<file path="config.mk">
export PLATFORM = sky130hd
export DESIGN_NAME = on_inverse_flat
export DESIGN_NICKNAME = d
export VERILOG_FILES = /design/src/rtl/on_inverse_pkg.sv /design/src/rtl/on_inverse_if.sv /design/src/rtl/on_eval.sv /design/src/rtl/on_inverse.sv /design/src/flat_wrapper.sv
export SDC_FILE = /design/constraint.sdc
export NUM_CORES = 1
export LEC_CHECK = 0
export ABC_AREA = 1
export BUFFER_PORTS_ARGS = -buffer_cell sky130_fd_sc_hd__clkbuf_2
export CAP_MARGIN = 10
export CORE_MARGIN = 5
export CORE_UTILIZATION = 49
export CTS_BUF_LIST = sky130_fd_sc_hd__clkbuf_8
export DETAILED_ROUTE_END_ITERATION = 10
export GPL_TIMING_DRIVEN = 0
export PLACE_DENSITY = 0.73
export SKIP_CTS_REPAIR_TIMING = 1
export SLEW_MARGIN = 20
export SYNTH_ARGS = -nofsm -noshare
export SYNTH_HDL_FRONTEND = slang
export SYNTH_SLANG_ARGS = --single-unit
</file>
<file path="constraint.sdc">
create_clock -name clk -period 4.2 [get_ports clk]
set_clock_uncertainty 0.2 [all_clocks]
set_input_delay 0 -clock clk [delete_from_list [all_inputs] [get_ports clk]]
set_output_delay 0 -clock clk [all_outputs]
set_load 0.005 [all_outputs]
</file>
<file path="src/rtl/on_inverse_pkg.sv">
// Shared types and constants for the on_inverse pre-image search.
// Latency: n/a (declarations only).
// Backpressure: n/a.
package on_inverse_pkg;

    localparam int VEC_W = 4;
    localparam int CNT_W = 5;

    localparam logic [VEC_W-1:0] LAST_VEC = 4'hF;

    typedef enum logic [1:0] {
        IDLE = 2'd0,
        SCAN = 2'd1,
        DONE = 2'd2
    } state_t;

endpackage

</file>
<file path="src/rtl/on_inverse_if.sv">
// Control handshake plus match stream between a controller and on_inverse.
// Latency: n/a (wiring only).
// Backpressure: match_ready from the master stalls the match stream.
interface on_inverse_if;
    import on_inverse_pkg::*;

    logic             start;
    logic             F1_req;
    logic             F2_req;
    logic             busy;
    logic             match_valid;
    logic [VEC_W-1:0] match_vec;
    logic             match_ready;
    logic             done;
    logic [CNT_W-1:0] match_count;

    // Controller / consumer side.
    modport master (
        output start, F1_req, F2_req, match_ready,
        input  busy, match_valid, match_vec, done, match_count
    );

    // Search engine side.
    modport slave (
        input  start, F1_req, F2_req, match_ready,
        output busy, match_valid, match_vec, done, match_count
    );

endinterface

</file>
<file path="src/rtl/on_eval.sv">
// Forward 4-in/2-out logic function: {A,B,C,D} -> {F1,F2}.
// Latency: purely combinational.
// Backpressure: none.
module on_eval
    import on_inverse_pkg::*;
(
    input  logic [VEC_W-1:0] i_vec,
    output logic             o_f1,
    output logic             o_f2
);

    logic w_a, w_b, w_c, w_d;
    logic w_t1, w_t2;

    assign {w_a, w_b, w_c, w_d} = i_vec;

    assign w_t2 = ~w_a & w_b;
    assign w_t1 = ~w_b & w_c;
    assign o_f2 = w_t2 | w_d;
    assign o_f1 = w_t1 | w_a | (w_t2 ^ w_d);

endmodule

</file>
<file path="src/rtl/on_inverse.sv">
// Enumerates all 16 input vectors and streams those whose forward result matches the target.
// Latency: 18 cycles from accepted start to busy low with match_ready high; +1 per stalled cycle.
// Backpressure: a hit with match_ready low holds candidate, match_valid and match_vec stable.
module on_inverse
    import on_inverse_pkg::*;
#(
    parameter int MAX_MATCHES = 16   // legal range 1..16
) (
    input  logic         clk,
    input  logic         rst,
    on_inverse_if.slave  bus
);

    state_t           r_state;
    logic [VEC_W-1:0] r_cand;
    logic             r_f1_tgt;
    logic             r_f2_tgt;
    logic [CNT_W-1:0] r_count;
    logic             r_busy;
    logic             r_done;

    logic w_f1;
    logic w_f2;
    logic w_scan;
    logic w_hit;
    logic w_valid;
    logic w_hshk;
    logic w_adv;
    logic w_last;
    logic w_cap;

    on_eval u_eval (
        .i_vec (r_cand),
        .o_f1  (w_f1),
        .o_f2  (w_f2)
    );

    // Everything below is decoded from registers only, so start/F*_req never
    // reach the stream outputs combinationally.
    assign w_scan  = (r_state == SCAN);
    assign w_hit   = (w_f1 == r_f1_tgt) && (w_f2 == r_f2_tgt);
    assign w_valid = w_scan && w_hit;
    assign w_hshk  = w_valid && bus.match_ready;
    assign w_adv   = !w_hit || bus.match_ready;
    assign w_last  = (r_cand == LAST_VEC);
    // The handshake that takes the count to MAX_MATCHES ends the search.
    assign w_cap   = (r_count == CNT_W'(MAX_MATCHES - 1));

    assign bus.busy        = r_busy;
    assign bus.done        = r_done;
    assign bus.match_valid = w_valid;
    assign bus.match_vec   = w_scan ? r_cand : '0;
    assign bus.match_count = r_count;

    // Search FSM: latch targets on start, walk candidates with stall on unaccepted hits.
    always_ff @(posedge clk) begin
        if (rst) begin
            r_state  <= IDLE;
            r_cand   <= '0;
            r_f1_tgt <= 1'b0;
            r_f2_tgt <= 1'b0;
            r_count  <= '0;
            r_busy   <= 1'b0;
            r_done   <= 1'b0;
        end else begin
            case (r_state)
                IDLE: begin
                    if (bus.start) begin
                        r_f1_tgt <= bus.F1_req;
                        r_f2_tgt <= bus.F2_req;
                        r_cand   <= '0;
                        r_count  <= '0;
                        r_busy   <= 1'b1;
                        r_state  <= SCAN;
                    end
                end
                SCAN: begin
                    if (w_hshk) begin
                        r_count <= r_count + CNT_W'(1);
                    end
                    if (w_adv) begin
                        // No wrap: the last candidate is tested explicitly.
                        if (w_last || (w_hshk && w_cap)) begin
                            r_done  <= 1'b1;
                            r_state <= DONE;
                        end else begin
                            r_cand <= r_cand + VEC_W'(1);
                        end
                    end
                end
                DONE: begin
                    r_done  <= 1'b0;
                    r_busy  <= 1'b0;
                    r_state <= IDLE;
                end
                default: begin
                    r_done  <= 1'b0;
                    r_busy  <= 1'b0;
                    r_state <= IDLE;
                end
            endcase
        end
    end

endmodule

</file>
<file path="src/flat_wrapper.sv">
// flat-port wrapper written by rule: the top's interface ports become plain ports
module on_inverse_flat import on_inverse_pkg::*;
#(
    parameter int MAX_MATCHES = 16                       
)
  (clk, rst, bus_start, bus_F1_req, bus_F2_req, bus_match_ready, bus_busy, bus_match_valid, bus_match_vec, bus_done, bus_match_count);
  on_inverse_if bus_i ();
  input  logic clk;
  input  logic rst;
  input wire logic [$bits(bus_i.start)-1:0] bus_start;
  input wire logic [$bits(bus_i.F1_req)-1:0] bus_F1_req;
  input wire logic [$bits(bus_i.F2_req)-1:0] bus_F2_req;
  input wire logic [$bits(bus_i.match_ready)-1:0] bus_match_ready;
  output wire logic [$bits(bus_i.busy)-1:0] bus_busy;
  output wire logic [$bits(bus_i.match_valid)-1:0] bus_match_valid;
  output wire logic [$bits(bus_i.match_vec)-1:0] bus_match_vec;
  output wire logic [$bits(bus_i.done)-1:0] bus_done;
  output wire logic [$bits(bus_i.match_count)-1:0] bus_match_count;
  assign bus_i.start = bus_start;
  assign bus_i.F1_req = bus_F1_req;
  assign bus_i.F2_req = bus_F2_req;
  assign bus_i.match_ready = bus_match_ready;
  assign bus_busy = bus_i.busy;
  assign bus_match_valid = bus_i.match_valid;
  assign bus_match_vec = bus_i.match_vec;
  assign bus_done = bus_i.done;
  assign bus_match_count = bus_i.match_count;
  on_inverse #(.MAX_MATCHES(MAX_MATCHES)) u_core (.clk(clk), .rst(rst), .bus(bus_i));
endmodule
</file>
Word level (Yosys, flattened, before mapping)

Index checks and enable logic that the tools add are counted.
Widths: inputs -> output; s select.

Equal/unequal tests: 10
Mux-type cells: 17
Add/sub/neg operators: 2
Bitwise gates (word level): 10
Reductions and logical operators: 15

Operators with widths:

| operator            | count |
|---|---|
| $mux 4              | 4 |
| $mux 5              | 2 |
| $ne 2x2->1 const B  | 5 |
| $pmux 5 s2          | 1 |
| $reduce_and 3->1    | 3 |
| $pmux 4 s2          | 1 |
| $mux 2              | 3 |
| $add 5x1->5 const B | 1 |
| $eq 5x4->1 const B  | 1 |
| $add 4x1->4 const B | 1 |
| $eq 4x4->1 const B  | 1 |
| $logic_and 1x1->1   | 4 |
| $not 1->1           | 4 |
| $pmux 1 s2          | 2 |
| $pmux 2 s2          | 1 |
| $reduce_and 2->1    | 2 |
| $reduce_and 4->1    | 1 |
| $mux 1              | 3 |
| $or 1x1->1          | 3 |
| $and 1x1->1         | 2 |
| $eq 1x1->1          | 2 |
| $eq 2x1->1 const B  | 1 |
| $logic_not 2->1     | 1 |
| $logic_or 1x1->1    | 2 |
| 3 further kinds     | 3 |

Output and inout port bits: 12
Bits in registers: 15

Depth between registers and ports, before layout

Gate-level depths: netlist of the first run.

Depth after elaboration: 13
Gate-level depth with buffers: 13

Hierarchy

From an unflattened synthesis of the first run, not the netlist that was laid out.

Cell total of the unflattened synthesis: 127
Area total of the unflattened synthesis: 857.1 sq um

By module, submodules not included:

| module     | area an instance (sq um) | times used | sequential area each (sq um) | cells each |
|---|---|---|---|---|
| on_inverse | 814.5                    | 1          | 300.3                        | 118 |
| on_eval    | 42.5                     | 1          | 0.0                          | 9 |

Worst setup path after synthesis of the first run

No wires, ideal clock.

Kind: register to register
Start: register u_core.r_cand[2]
End: register u_core.r_count[2] (netlist: u_core.bus.match_count[2])
Setup time: 117 ps
Path buffers: 0
Data arrival time: 1474 ps
Stages on the path, launching flop included: 11
Data required time: 3883 ps
Setup slack: 2409 ps
Clock period less this slack: 1791 ps
Cells stage by stage: dfxtp_1 -> nand2_1 -> ha_1 -> nor2_1 -> nand3_1 -> nand2_2 -> nand3_1 -> nand2_2 -> nand2_1 -> o21ai_1 -> a21oi_1

Word-level cells in the longest chain between the ends: 10
Elaborated cells on any way between the ends: 14
Classes of those cells: eq/ne (3); bitwise (7); reduce/logical (4)

Ends and longest elaborated chain:

| element                        | RTL line         | text |
|---|---|---|
| from (decl)                    | on_inverse.sv:15 | `logic [VEC_W-1:0] r_cand;` |
| from (signal assigned)         | on_inverse.sv:87 | `r_cand <= r_cand + VEC_W'(1);` |
| $not 1->1                      | on_eval.sv:18    | `assign w_t1 = ~w_b & w_c;` |
| $and 1x1->1                    | on_eval.sv:18    |  |
| $or 1x1->1 (2 in series)       | on_eval.sv:20    | `assign o_f1 = w_t1 \| w_a \| (w_t2 ^ w_d);` |
| $eq 1x1->1                     | on_inverse.sv:41 | `assign w_hit = (w_f1 == r_f1_tgt) && (w_f2 == r_f2_tgt);` |
| $logic_and 1x1->1 (*)          | on_inverse.sv:41 |  |
| $logic_and 1x1->1 (*)          | on_inverse.sv:42 | `assign w_valid = w_scan && w_hit;` |
| $logic_and 1x1->1 (*)          | on_inverse.sv:43 | `assign w_hshk = w_valid && bus.match_ready;` |
| $ne 2x2->1 (no line) (*)       | n/a              |  |
| $reduce_and 3->1 (no line) (*) | n/a              |  |
| to (signal assigned)           | on_inverse.sv:79 | `r_count <= r_count + CNT_W'(1);` |
| to (decl)                      | on_inverse.sv:18 | `logic [CNT_W-1:0] r_count;` |

Every way passes the cells marked *; elsewhere a longest branch is shown, timed or not.
A chain may end at the register's enable or synchronous reset.

Worst setup path in the final report of the first run

Start: register u_core.r_cand[2]
End: register u_core.r_state[0]

Word-level cells in the longest chain between the ends: 12
Elaborated cells on any way between the ends: 20
Classes of those cells: eq/ne (5); bitwise (7); reduce/logical (8)

Ends and longest elaborated chain:

| element                        | RTL line         | text |
|---|---|---|
| $not 1->1                      | on_eval.sv:18    |  |
| $and 1x1->1                    | on_eval.sv:18    |  |
| $or 1x1->1 (2 in series)       | on_eval.sv:20    |  |
| $eq 1x1->1                     | on_inverse.sv:41 |  |
| $logic_and 1x1->1              | on_inverse.sv:41 |  |
| $logic_and 1x1->1              | on_inverse.sv:42 |  |
| $logic_and 1x1->1              | on_inverse.sv:43 |  |
| $logic_and 1x1->1              | on_inverse.sv:83 | `if (w_last \|\| (w_hshk && w_cap)) begin` |
| $logic_or 1x1->1               | on_inverse.sv:83 |  |
| $ne 2x2->1 (no line)           | n/a              |  |
| $reduce_and 3->1 (no line) (*) | n/a              |  |
| to (signal assigned)           | on_inverse.sv:85 | `r_state <= DONE;` |
| to (signal assigned)           | on_inverse.sv:94 | `r_state <= IDLE;` |
| to (signal assigned)           | on_inverse.sv:99 | `r_state <= IDLE;` |
| to (decl)                      | on_inverse.sv:14 | `state_t r_state;` |

Marked as above.

==> flow_summary.ini, run 1 <==
[outcome]
status = finished clean

[placement]
portBuffers = 17
routabilityCongestion = 0.818
hpwl_um = 1400

[setup_path]
cp-end-kind = register
cp.required_ns = 4.20
crit_chain = nand2_1, ha_1, nor2_1, nand2_1, nand2_1, nand2_2, nand3_2, nand3_2, inv_4, nand2_1, a21oi_1, dlygate4sd3_1
crit_fanout = 9
slowest_stage = dlygate4sd3_1
slowest_delay_ns = 0.55
crit_top_cell = nand2_1
cp-start-kind = register
worstPathArrival_ns = 2.43
path_class = reg -> reg

[clock_network]
cts_buffers = 3
clock_sinks = 15
cts_root_buf = clkbuf_8
cts_tree = built
h-tree-depth = 1
cts_buffer_depth = 2
clk_pin_slew_worst_paths_ns = 0.07
clk-insertion-delay-late_ns = 0.25

[floorplan]
core_area_mm2 = 0.00169
die-area_mm2 = 0.00267
initial_core_util_pct = 50.4
rows = 15
die-width_um = 51.7
num_io_pins = 18
chipHeight_um = 51.7

[drt]
routed_wl_um = 1900
ant_nets = 0
drt_iter0_markers = 8
wl_per_cell_um = 11.5
vias = 846
avgViaCountPerCell = 5.13
first_pass_iters = 4
post-route-drc-count = 0

[logic_synthesis]
avgSynthCellArea_um2 = 6.98
synth-seq-area-share_pct = 35.2
syn-instance-count = 122
synth_nets = 132
ys_ff_latch = 15
yosys_warnings = 0
synth.cell_area_um2 = 852
synth_cell_type_count = 24

[sta]
period_minus_slack_ns = 2.43
hold_ws_ns = 0.0142
finalMaxSlewViolations = 0
fmax_ghz = 0.411
worst_slew_margin_rel_pct = 82.8
tightest_slew_ns = 0.256
hold_viol = 0
grt_setup_unrepaired = no
tns_ns = 0
fin_crit_sh_pct = 57.9
setup_viol = 0

[power_and_ir_drop]
p_switching_uw = 125
p_int_uw = 258
power_leakage_uw = 0.000531
p_comb_share_pct = 25.6
vdd_drop_max_mv = 0.182
finalPower_uw = 383
swShare_pct = 32.7
pwr-share-clk_pct = 31.4
p_seq_share_pct = 42.9
power-per-cell-area_mw_per_mm2 = 363

[layout]
num-nets-final = 159
final_layout_size_suffix_gt1_share_pct = 25.7
nFillCells = 159
antennaDiodeCount = 0
final_util_pct = 62.4
syn_to_final_growth_pct = 23.8

[global_route]
grt_pass1_vias = 791
antenna_found_initial = 0
grt_max_degree = 11
grt_util_all_layers_pct = 16.6
grt.overflow.total = 0
grt_pass1_wl_um = 3320

[flow_run]
drv_cap = 0

[worst_hold_path]
hp-class = in -> reg
==> cells in the mapped netlist <==
| cell type | instances | area, um^2 |
|---|---|---|
| nand2_4 | 1 | 11.3 |
| dfxtp_1 | 15 | 300 |
| nor2_4 | 1 | 11.3 |
| inv_4 | 1 | 6.26 |
| nand4_1 | 1 | 6.26 |
| a21oi_1 | 12 | 60.1 |
| nand4_2 | 1 | 12.5 |
| a211oi_2 | 1 | 12.5 |
| o21ai_0 | 3 | 15.0 |
| inv_2 | 3 | 11.3 |
| nor3_2 | 1 | 10.0 |
| ha_1 | 4 | 50.1 |
| o21ai_1 | 1 | 5.00 |
| a211oi_1 | 1 | 7.51 |
| nand3_1 | 8 | 40.0 |
| nor2_1 | 17 | 63.8 |
| and2_2 | 1 | 7.51 |
| nor3_1 | 2 | 10.0 |
| inv_1 | 18 | 67.6 |
| a31oi_1 | 1 | 6.26 |
| nand3_2 | 2 | 20.0 |
| nand2_1 | 21 | 78.8 |
| nand2_2 | 5 | 31.3 |
| o31ai_1 | 1 | 7.51 |
==> sequential cells by signal, summed over array words and instances (netlist names) <==
signal / flops
u_core.bus.match_count: 5
u_core.r_cand: 4
u_core.r_state: 2
u_core.bus.busy: 1
u_core.bus.done: 1
u_core.r_f1_tgt: 1
u_core.r_f2_tgt: 1
==> critical path, delay by kind of cell (launching register included) <==
family	cells	cell delay [ns]
fa+ha+maj	1	0.28
compound gates	1	0.11
simple gates	8	0.70
flops	1	0.44
buf+inv	2	0.66
==> layout make-up <==
| type | instances | area [um^2] | area share [%] |
|---|---|---|---|
| inverter | 22 | 85.1 | 8.07 |
| clock inverter | 1 | 5.00 | 0.474 |
| multi-input combinational | 85 | 467 | 44.2 |
| sequential | 15 | 300 | 28.5 |
| clock buffer | 3 | 41.3 | 3.91 |
| timing repair buffer | 22 | 135 | 12.8 |
| tap | 17 | 21.3 | 2.02 |
==> through the flow <==
step                worst slack (ns)  instances  instance area, um^2
floorplan                       2.41        122                  852
global placement                2.29        156                  958
detailed placement              2.24        156                  958
CTS                             2.24        160                 1000
global route                    1.56        165                 1050
finish                          1.77        165                 1050
==> layer usage <==
layer,global-route usage (%),vias up,share of wire (%)
met5,0,-,0
met3,5.16,5,6.7
li1,-,441,-
met1,21.4,378,49
met2,24.4,22,42
met4,9.17,0,1.9
==> kinds of logic after synthesis <==
| family | after synthesis | synth area share, % |
|---|---|---|
| DFF | 15 | 35.2 |
| and+or+nand+nor | 61 | 35.5 |
| adders and majority gates | 4 | 5.87 |
| AOI/OAI and AO/OA | 20 | 13.4 |
| buffers and inverters | 22 | 9.99 |
==> cell usage in the layout (no fill, tap or decap), drive strengths merged <==
cell,n
clkinv,1
a21oi,12
nand3,10
ha,4
nor3,3
a211oi,2
nand4,2
and2,1
o31ai,1
nor2,18
nand2,27
o21ai,4
dfxtp,15
inv,22
a31oi,1
clkbuf,20
dlygate4sd3,5
==> worst paths after layout <==
check	from	to	slack, ns	depth (start not counted)
max	u_core.r_cand[2]	u_core.r_state[0]	1.77	12
max reg2reg	u_core.r_cand[2]	u_core.r_state[0]	1.77	12
min reg2reg	u_core.bus.busy	u_core.bus.busy	0.27	2
min	bus_match_ready	u_core.bus.done	0.01	5
==> power by group through the flow <==
stage / clock [uW] / sequential [uW] / combinational [uW]
after floorplan: 0 / 166 / 69.9
after global placement: 0 / 167 / 89.8
after detailed placement: 0 / 167 / 93.2
after CTS: 123 / 164 / 94.3
after global routing: 131 / 166 / 112
final: 120 / 165 / 98.3
(Power assumes the default switching activity.)
==> run 2, diff against run 1 <==
==> constraint.sdc (replaced) <==
create_clock -name clk -period 2.4 [get_ports clk]
set_clock_uncertainty 0.2 [all_clocks]
set_input_delay 0 -clock clk [delete_from_list [all_inputs] [get_ports clk]]
set_output_delay 0 -clock clk [all_outputs]
set_load 0.005 [all_outputs]
==> run 2 against run 1 <==
Sequential share of layout area unchanged. Highest routed layer unchanged. Critical endpoint is now u_core.bus.match_count[2]. Combinational power increased by 74%. Register-to-register slack got worse by 1.3 ns. Critical path type unchanged.
==> flow_summary.ini, run 2 (same netlist as run 1, synthesis figures left out) <==
[power_and_ir_drop]
power_leakage_uw = 0.000530
p_comb_share_pct = 25.7
power-per-cell-area_mw_per_mm2 = 630
vdd_drop_max_mv = 0.316
p_seq_share_pct = 43.3
swShare_pct = 32.3
p_switching_uw = 214
pwr-share-clk_pct = 31.0
p_int_uw = 450

[floorplan]
num_io_pins = 18
die-area_mm2 = 0.00267
core_area_mm2 = 0.00169
rows = 15
initial_core_util_pct = 50.4
chipHeight_um = 51.7
die-width_um = 51.7

[setup_path]
cp-start-kind = register
r2r_start = u_core.r_cand[2]
rr_worst_depth = 10
timing.rr.end = u_core.bus.match_count[2]
reg2reg_slack_ns = 0.42
crit_fanout = 7
cp.required_ns = 2.34
cp-end-kind = register
path_class = reg -> reg
worstPathArrival_ns = 1.92

[placement]
place_worst_setup_slack_ns = 0.439
placed_area_um2 = 958
hpwl_um = 1400
portBuffers = 17
routabilityCongestion = 0.818

[clock_network]
cts_buffer_depth = 2
cts_root_buf = clkbuf_8
cts_tree = built
clk_pin_slew_worst_paths_ns = 0.07
h-tree-depth = 1
clock_sinks = 15
clk-insertion-delay-late_ns = 0.25
cts_buffers = 3

[sta]
fin_crit_sh_pct = 82.6
finalMaxSlewViolations = 0
worst_slew_margin_rel_pct = 82.8
fmax_ghz = 0.504
setup_ws_ns = 0.418
hold_viol = 0
tightest_slew_ns = 0.256
grt_setup_unrepaired = no
setup_viol = 0
tns_ns = 0
period_minus_slack_ns = 1.98

[drt]
routed_wl_um = 1880
first_pass_iters = 4
drt_iter0_markers = 9
wl_per_cell_um = 11.4
post-route-drc-count = 0
vias = 841
avgViaCountPerCell = 5.10
ant_nets = 0

[flow_run]
drv_cap = 0

[layout]
final_layout_size_suffix_gt1_share_pct = 25.7
mostFrequentLayoutCells = 21 x nand2_1, 18 x inv_1, 17 x nor2_1, 17 x clkbuf_2, 15 x dfxtp_1
final_common_cell = nand2_1
syn_to_final_growth_pct = 23.8
fin_area_mm2 = 0.00105
antennaDiodeCount = 0
num-nets-final = 159
largest_reg_flops = 5

[global_route]
grt_pass1_wl_um = 3320
grt_pass1_vias = 791
antenna_found_initial = 0
grt_util_all_layers_pct = 16.6
grt.overflow.total = 0
grt_max_degree = 11

[worst_hold_path]
min_from = u_core.bus.busy
hp-class = reg -> reg
hold_depth = 2
whs_endpoint = u_core.bus.busy

[outcome]
status = finished clean
## run 2: cell counts in the layout (fill, tap and decap cells not counted)
No cell type changed its count.
## run 2: per-stage QoR
step / cells / hold slack [ns] / power [uW] / utilization (%)
after floorplan: 122 / -0.131 / 413 / -
after global placement: 156 / 0.0375 / 449 / 56.7
after detailed placement: 156 / 0.0431 / 456 / 56.7
after CTS: 160 / -0.225 / 667 / 59.5
after global routing: 165 / 0.296 / 716 / 62.4
final: 165 / 0.266 / 665 / 62.4
## run 2: cell type report
type / instances / area (um^2)
fillers: 160 / 634
multi-input cells: 85 / 467
flip-flops and latches: 15 / 300
repair buffers: 22 / 135
inverters: 22 / 85.1
clock buffers: 3 / 41.3
well taps: 17 / 21.3
clock inverters: 1 / 5.00
## run 2: worst max-delay path by stage
| stage | start | end | cells past startpoint |
|---|---|---|---|
| global route | u_core.r_cand[2] | u_core.bus.match_count[2] | 10 |
| detailed placement | u_core.r_cand[2] | u_core.bus.match_count[2] | 10 |
| CTS | u_core.r_cand[2] | u_core.bus.match_count[2] | 10 |
| finish | u_core.r_cand[2] | u_core.bus.match_count[2] | 10 |
| floorplan | u_core.r_cand[2] | u_core.bus.match_count[2] | 10 |
| global placement | u_core.r_cand[2] | u_core.r_cand[1] | 10 |
## run 2: layer usage
layer | track usage (%) | wire [um] | vias up
li1 | - | - | 441
met1 | 21.4 | 913 | 378
met2 | 24.4 | 833 | 20
met3 | 5.16 | 118 | 2
met4 | 9.17 | 14 | 0
met5 | 0 | 0 | -
## run 2: worst max-delay path: stages, from the launching register on
cell	delay (ns)
dfxtp_1	0.44
nand2_1	0.09
ha_1	0.28
nor2_1	0.12
nand3_1	0.10
nand2_2	0.13
nand3_1	0.10
nand2_2	0.14
nand2_1	0.09
o21ai_1	0.13
a21oi_1	0.05
## run 2: power groups by stage
| stage | Combinational [uW] | Clock, uW | Sequential (uW) |
|---|---|---|---|
| after floorplan | 122 | 0 | 290 |
| after global placement | 157 | 0 | 292 |
| after detailed placement | 163 | 0 | 293 |
| after CTS | 165 | 214 | 287 |
| after global routing | 195 | 230 | 291 |
| final | 171 | 206 | 288 |
